File: config.mk
export PLATFORM = sky130hd
export DESIGN_NAME = fft_dif_butterfly
export DESIGN_NICKNAME = d
export VERILOG_FILES = /design/src/rtl/fft_dif_butterfly.sv
export SDC_FILE = /design/constraint.sdc
export NUM_CORES = 2
export LEC_CHECK = 0
export BUFFER_PORTS_ARGS = -buffer_cell sky130_fd_sc_hd__buf_2
export CAP_MARGIN = 20
export CELL_PAD_IN_SITES_DETAIL_PLACEMENT = 1
export CELL_PAD_IN_SITES_GLOBAL_PLACEMENT = 1
export CORE_MARGIN = 2
export CORE_UTILIZATION = 46
export CTS_CLUSTER_SIZE = 8
export DETAILED_ROUTE_END_ITERATION = 7
export GPL_ROUTABILITY_DRIVEN = 0
export PLACE_DENSITY_LB_ADDON = 0.1
export SETUP_SLACK_MARGIN = 0.02
export SYNTH_ARGS = -nofsm -noshare
export SYNTH_HDL_FRONTEND = slang
export SYNTH_SLANG_ARGS = --single-unit
File: constraint.sdc
create_clock -name clk -period 22 [get_ports clk]
set_clock_uncertainty 0.2 [all_clocks]
set_input_delay 2.2 -clock clk [delete_from_list [all_inputs] [get_ports clk]]
set_output_delay 2.2 -clock clk [all_outputs]
set_load 0.005 [all_outputs]
File: src/rtl/fft_dif_butterfly.sv
// rtl/fft_dif_butterfly.sv - radix-2 DIF butterfly X=A+B, Y=(A-B)*W, 4-rank pipeline, valid/ready
module fft_dif_butterfly #(
  parameter int DW    = 16,
  parameter int TW    = 16,
  parameter int SCALE = 0
) (
  input  logic          clk,
  input  logic          reset,
  input  logic          in_valid,
  output logic          in_ready,
  input  logic [DW-1:0] Ar,
  input  logic [DW-1:0] Ai,
  input  logic [DW-1:0] Br,
  input  logic [DW-1:0] Bi,
  input  logic [TW-1:0] Wr,
  input  logic [TW-1:0] Wi,
  output logic          out_valid,
  input  logic          out_ready,
  output logic [DW-1:0] Xr,
  output logic [DW-1:0] Xi,
  output logic [DW-1:0] Yr,
  output logic [DW-1:0] Yi,
  output logic          sat_flag,
  input  logic          sat_clear
);

  localparam int SW = DW + 1;
  localparam int PW = DW + TW + 1;
  localparam int YW = DW + TW + 2;
  localparam int RW = YW + 1;
  localparam int SH = TW - 2 + SCALE;
  localparam logic signed [RW-1:0] RND  = RW'(1) <<< (SH - 1);
  localparam logic signed [RW-1:0] MAXV = RW'((2 ** (DW - 1)) - 1);
  localparam logic signed [RW-1:0] MINV = ~MAXV;

  logic adv;
  assign adv      = !(out_valid && !out_ready);
  assign in_ready = adv;

  logic                 s1_valid, s2_valid, s3_valid;
  logic signed [SW-1:0] s1_sr, s1_si, s1_dr, s1_di;
  logic signed [TW-1:0] s1_wr, s1_wi;
  logic signed [SW-1:0] s2_sr, s2_si;
  logic signed [PW-1:0] s2_pa, s2_pb, s2_pc, s2_pd;
  logic signed [SW-1:0] s3_sr, s3_si;
  logic signed [YW-1:0] s3_yr, s3_yi;

  // Valids reset; data ranks only need to advance together with them.
  always_ff @(posedge clk) begin
    if (reset) begin
      s1_valid <= 1'b0;
      s2_valid <= 1'b0;
      s3_valid <= 1'b0;
    end else if (adv) begin
      s1_valid <= in_valid;
      s2_valid <= s1_valid;
      s3_valid <= s2_valid;
    end
  end

  always_ff @(posedge clk) begin
    if (!reset && adv) begin
      s1_sr <= $signed({Ar[DW-1], Ar}) + $signed({Br[DW-1], Br});
      s1_si <= $signed({Ai[DW-1], Ai}) + $signed({Bi[DW-1], Bi});
      s1_dr <= $signed({Ar[DW-1], Ar}) - $signed({Br[DW-1], Br});
      s1_di <= $signed({Ai[DW-1], Ai}) - $signed({Bi[DW-1], Bi});
      s1_wr <= $signed(Wr);
      s1_wi <= $signed(Wi);

      s2_sr <= s1_sr;
      s2_si <= s1_si;
      s2_pa <= PW'(s1_dr) * PW'(s1_wr);
      s2_pb <= PW'(s1_di) * PW'(s1_wi);
      s2_pc <= PW'(s1_dr) * PW'(s1_wi);
      s2_pd <= PW'(s1_di) * PW'(s1_wr);

      s3_sr <= s2_sr;
      s3_si <= s2_si;
      s3_yr <= YW'(s2_pa) - YW'(s2_pb);
      s3_yi <= YW'(s2_pc) + YW'(s2_pd);
    end
  end

  // Returns {saturated, value} clamped to the DW-bit signed range.
  function automatic logic [DW:0] sat(input logic signed [RW-1:0] v);
    if (v > MAXV)      sat = {1'b1, MAXV[DW-1:0]};
    else if (v < MINV) sat = {1'b1, MINV[DW-1:0]};
    else               sat = {1'b0, v[DW-1:0]};
  endfunction

  logic signed [RW-1:0] xr_w, xi_w, yr_w, yi_w;
  logic [DW:0]          xr_s, xi_s, yr_s, yi_s;
  logic                 any_sat;

  assign yr_w = (RW'(s3_yr) + RND) >>> SH;
  assign yi_w = (RW'(s3_yi) + RND) >>> SH;
  assign xr_w = (SCALE != 0) ? ((RW'(s3_sr) + RW'(1)) >>> 1) : RW'(s3_sr);
  assign xi_w = (SCALE != 0) ? ((RW'(s3_si) + RW'(1)) >>> 1) : RW'(s3_si);

  assign xr_s    = sat(xr_w);
  assign xi_s    = sat(xi_w);
  assign yr_s    = sat(yr_w);
  assign yi_s    = sat(yi_w);
  assign any_sat = xr_s[DW] | xi_s[DW] | yr_s[DW] | yi_s[DW];

  always_ff @(posedge clk) begin
    if (reset) begin
      out_valid <= 1'b0;
      Xr        <= '0;
      Xi        <= '0;
      Yr        <= '0;
      Yi        <= '0;
    end else if (adv) begin
      out_valid <= s3_valid;
      if (s3_valid) begin
        Xr <= xr_s[DW-1:0];
        Xi <= xi_s[DW-1:0];
        Yr <= yr_s[DW-1:0];
        Yi <= yi_s[DW-1:0];
      end
    end
  end

  // A new saturation beats a simultaneous clear.
  always_ff @(posedge clk) begin
    if (reset)                          sat_flag <= 1'b0;
    else if (adv && s3_valid && any_sat) sat_flag <= 1'b1;
    else if (sat_clear)                 sat_flag <= 1'b0;
  end

endmodule
== Word level (Yosys, flattened, before mapping) ==
Index checks and enable logic that the tools add are counted.
Word-level totals
  register bits: 437
  latch bits: 0
  RAM bits: 0
  memory bits (read-only): 0
  bits of input ports: 101
  output and inout port bits: 67
  word-level logic and storage cells: 68
  memories: 0
Cells by class
  add/sub/neg operators: 8
  multiply operators: 4
  div/mod/pow operators: 0
  order comparisons: 8
  equal/unequal tests: 0
  shift operators: 0
  multiplexer cells: 10
  bitwise gates (word level): 4
  reductions and logical operators: 9
Operators with widths (count)
  17-bit 2-to-1 mux: 8
  17-bit by 16-bit multiplier with 33-bit output: 4
  34-bit by 15-bit adder with 35-bit output, second input constant: 2
  21-bit by 16-bit > comparator with 1-bit output, second input constant: 2
  21-bit by 16-bit < comparator with 1-bit output, second input constant: 2
  16-bit by 16-bit adder with 17-bit output: 2
  33-bit by 33-bit adder with 34-bit output: 1
  17-bit by 16-bit > comparator with 1-bit output, second input constant: 2
  17-bit by 16-bit < comparator with 1-bit output, second input constant: 2
  16-bit by 16-bit subtractor with 17-bit output: 2
  33-bit by 33-bit subtractor with 34-bit output: 1
  1-bit logical AND: 4
  1-bit logical NOT: 3
  1-bit bitwise OR: 3
  1-bit 2-to-1 mux: 2
  2-bit AND reduction: 1
  2-bit nonzero test: 1
  1-bit inverter: 1

== Logic depth before layout (Yosys ltp) ==
  depth in word-level cells: 8
  gate-level depth with buffers: 25
  mapped depth without buffers: 23

== Worst setup path after synthesis ==
No wires, ideal clock.
  path type: input-to-reg
  start: input port out_ready
  end: register s1_di[10], enable pin
  library setup time: 1.085 ns
  arrival time: 17.511 ns
  data required time: 20.715 ns
  setup slack: 3.204 ns
  stages: 3
  path buffers: 1
  cells stage by stage: nand2b_1 clkbuf_1 nor2b_1
Between the ends
  longest elaborated chain between the ends: 4
Ends and longest elaborated chain
  start, declared: RTL line 18  | input logic out_ready,
  1-bit logical NOT: RTL line 37  | assign adv = !(out_valid && !out_ready);
  1-bit logical AND: RTL line 37
  1-bit logical NOT: RTL line 37
  net in_ready: RTL line 10  | output logic in_ready,
  1-bit logical AND: RTL line 62  | if (!reset && adv) begin
  end signal, assigned: RTL line 66  | s1_di <= $signed({Ai[DW-1], Ai}) - $signed({Bi[DW-1], Bi});
  end, declared: RTL line 41  | logic signed [SW-1:0] s1_sr, s1_si, s1_dr, s1_di;
The timed path passes the listed nets, and every way through them passes these cells.
A chain may end at the register's enable or synchronous reset.

== Worst setup path after layout ==
  start: register s1_wi[15]
  end: register s2_pc[31], data pin
Between the ends
  longest elaborated chain between the ends: 1
Ends and longest elaborated chain
  start, declared: RTL line 42  | logic signed [TW-1:0] s1_wr, s1_wi;
  start signal, assigned: RTL line 68  | s1_wi <= $signed(Wi);
  17-bit by 16-bit multiplier with 33-bit output: RTL line 74  | s2_pc <= PW'(s1_dr) * PW'(s1_wi);
  end signal, assigned: RTL line 74
  end, declared: RTL line 44  | logic signed [PW-1:0] s2_pa, s2_pb, s2_pc, s2_pd;
No other way between the ends.

==> summary.txt <==
Status = complete, no violations
Critical Path Source Type = flip-flop
Final hold viol count = 0
H-Tree Depth = 2
Worst-Skew Late Latency = 0.68 ns
Max stage delay cell, worst path = edfxtp_1
Synth Register Bits = 409
CTS Buffer Depth = 3
Share of layout cells above drive strength 1 = 0.0556
Final min period = 7.38 ns
CTS buffer count = 59
Worst-path clk slew = 0.05 ns
First-pass GRT wire length = 256000 µm
Reg2Reg Depth = 21
CORE AREA = 0.130 mm²
Buf/Inv on CP = 4
Die height = 366 µm
Cts repair resizes = 0
Dpl hpwl = 121000 µm
Drt total wl = 158000 µm
Vias = 41600
Setup crit start = s1_wi[15]
Critical path, cell by cell = clkinv_1 -> buf_4 -> nor2_1 -> fa_1 -> fa_1 -> fa_1 -> fa_1 -> fa_1 -> inv_1 -> fa_1 -> inv_1 -> ha_1 -> a21o_1 -> a21o_1 -> a21oi_1 -> o221ai_1 -> a311oi_2 -> nand3b_1 -> a31oi_1 -> or4_1 -> nand3_1
Nets = 7852
# IOs = 168
Ys async rst share = 0
Highest fanout seen on the critical path = 25
Vias in the first global route = 46300
Max_cap viols = 0
Setup TNS = 0 ns
TritonRoute pass-1 iters = 6
Initial Util = 0.464
Average size of a mapped cell = 9.81 µm²
Signal arrival time at the worst endpoint = 7.70 ns
Initial drt markers = 1886
Largest net degree at the start of global routing = 146
Ys flop type = edfxtp_1
Reg-to-Reg Start = s1_wi[15]
Hold/Removal Path Class = reg -> reg
All-Layer GR Usage = 0.247
CTS tree = yes
Slew headroom = 0.348
DRC viols = 0
Clk sinks = 409
FP Rows = 132
Max-slew violations = 0
Clock root cell = clkbuf_16
Cts hold-fix bufs = 0
Yosys Warn Count = 0
Mapped Area = 0.0602 mm²
Congestion Overflow GR = 0
Die width = 366 µm
Final worst-path cycle share = 0.335
Critical Path Max Stage Delay = 0.69 ns
Final setup vio count = 0
Worst Tran Pin Value = 0.971 ns
Most frequent cells in the layout = inv_1, fa_1, nand2_1
Post-synth EDFFs = 340
Post-CTS setup buffer count = 0
Reg2reg end = s2_pc[31]
Routed len/inst = 19.9 µm
Die Footprint = 0.134 mm²
Commonest non-fill, non-tap cell in the layout = inv_1
Port Buffer Count = 167
FMAX = 0.136 GHz
Initial antenna violation count = 5
CP required = 22.33 ns
Worst Setup EP = s2_pc[31]
Reg2Reg Setup Slack = 14.62 ns
RSZ-0062 raised after global routing = no
CP Depth = 21
Net Count, Synth = 7806
Netlist cell types = 83
Layout area overhead = 7.29%
Final ANT Viol Nets = 0
Vias per inst = 5.22
Crit Path Class = reg -> reg
CP endpoint kind = flip-flop
Gate count of the mapped netlist = 6131
Top delay family on crit path = adder cells
Register area share after synthesis = 0.193
Cell mode on critical path = fa_1
sequential cells by signal, indices dropped and copies added, names as in the netlist, 16 cells and up:
register / flops
s2_sr: 17
s3_yi: 21
s3_yr: 21
Yi: 16
s1_sr: 16
Xr: 16
s2_pb: 33
Yr: 16
s1_wi: 16
s2_pd: 33
s1_dr: 17
s1_wr: 16
Xi: 16
s1_di: 16
s1_si: 17
s2_pc: 33
s2_pa: 33
s2_si: 17
s3_sr: 17
s3_si: 17
Yosys cell counts (all sizes together), types with 7 or more instances:
| library cell | instances | area [µm²] |
|---|---|---|
| inv | 1366 | 5130 |
| fa | 1108 | 22200 |
| nand2 | 619 | 2320 |
| and2 | 526 | 3290 |
| ha | 466 | 5830 |
| edfxtp | 340 | 10200 |
| nor2 | 253 | 950 |
| clkbuf | 247 | 927 |
| xnor2 | 196 | 1720 |
| a21oi | 175 | 876 |
| o21ai | 85 | 425 |
| a211oi | 70 | 526 |
| dfxtp | 69 | 1380 |
| a21o | 57 | 428 |
| nor3 | 56 | 280 |
| xor2 | 52 | 455 |
| nand2b | 50 | 313 |
| nand3 | 46 | 230 |
| o21bai | 28 | 210 |
| and3 | 27 | 170 |
| nand4 | 24 | 150 |
| o21a | 23 | 173 |
| nor2b | 22 | 138 |
| o211ai | 20 | 155 |
| a311oi | 17 | 155 |
| a31oi | 16 | 106 |
| buf | 14 | 72.6 |
| nor4 | 11 | 68.8 |
| o31ai | 11 | 87.6 |
| or2 | 10 | 62.6 |
| a2111oi | 8 | 82.6 |
| a211o | 8 | 70.1 |
| a41oi | 8 | 70.1 |
| o41ai | 8 | 85.1 |
| a31o | 7 | 61.3 |
| and4 | 7 | 61.3 |
| nand3b | 7 | 52.6 |
| or3 | 7 | 43.8 |
worst reg2reg max path, stage by stage, from the launching register on:
cell,delay (ns)
edfxtp_1,0.69
clkinv_1,0.27
buf_4,0.32
nor2_1,0.20
fa_1,0.45
fa_1,0.52
fa_1,0.43
fa_1,0.46
fa_1,0.49
inv_1,0.05
fa_1,0.47
inv_1,0.04
ha_1,0.36
a21o_1,0.22
a21o_1,0.17
a21oi_1,0.19
o221ai_1,0.23
a311oi_2,0.59
nand3b_1,0.23
a31oi_1,0.17
or4_1,0.44
nand3_1,0.08
final cells by class:
type                    instances  area (µm²)
flip-flops and latches        409       11600
repair buffers                246        1450
clock inverters                 6        67.6
inverters                    1367        5130
fillers                     14600       65100
diodes                          4        10.0
clock buffers                 102        1660
multi-input cells            4094       42400
well taps                    1742        2180
cell families after synthesis:
| group | synth area share |
|---|---|
| muxes | 0.000686 |
| and+or+nand+nor | 0.137 |
| adders and majority gates | 0.466 |
| DFF | 0.193 |
| buffers and inverters | 0.102 |
| AOI/OAI and AO/OA | 0.0663 |
| xor gates and xnor gates | 0.0361 |
worst min-delay path by stage:
stage | cells after the start | slack [ns] | to | from
floorplan | 0 | 0.20 | s2_si[10] | s1_si[10]
global placement | 0 | 0.20 | s3_si[3] | s2_si[3]
CTS | 0 | 0.18 | s3_sr[7] | s2_sr[7]
detailed placement | 0 | 0.21 | s2_si[8] | s1_si[8]
global route | 0 | 0.18 | s3_sr[7] | s2_sr[7]
finish | 0 | 0.17 | s3_sr[7] | s2_sr[7]
layer usage:
metal	up-vias	GRT usage	share of wire	wire length, µm
met1	21700	0.335	0.44	69700
li1	18900	-	-	-
met2	758	0.417	0.48	76700
met5	-	0	0.000057	9
met3	170	0.0326	0.047	7450
met4	2	0.0685	0.029	4610
per-stage QoR:
step	instances	area [µm²]	worst slack (ns)	hold WS, ns	utilization
6_report	7970	64500	14.62	0.173	0.498
5_1_grt	7967	64500	14.31	0.179	0.498
4_1_cts	7966	64500	14.65	0.176	0.498
3_5_place_dp	7858	62800	14.72	0.205	0.484
3_3_place_gp	7856	62800	14.86	0.200	0.484
2_1_floorplan	6131	60200	3.20	0.200	-
Power is left out: the tool's default activity adds up to more than one toggle a clock period on the data nets, which glitch-free logic cannot reach.
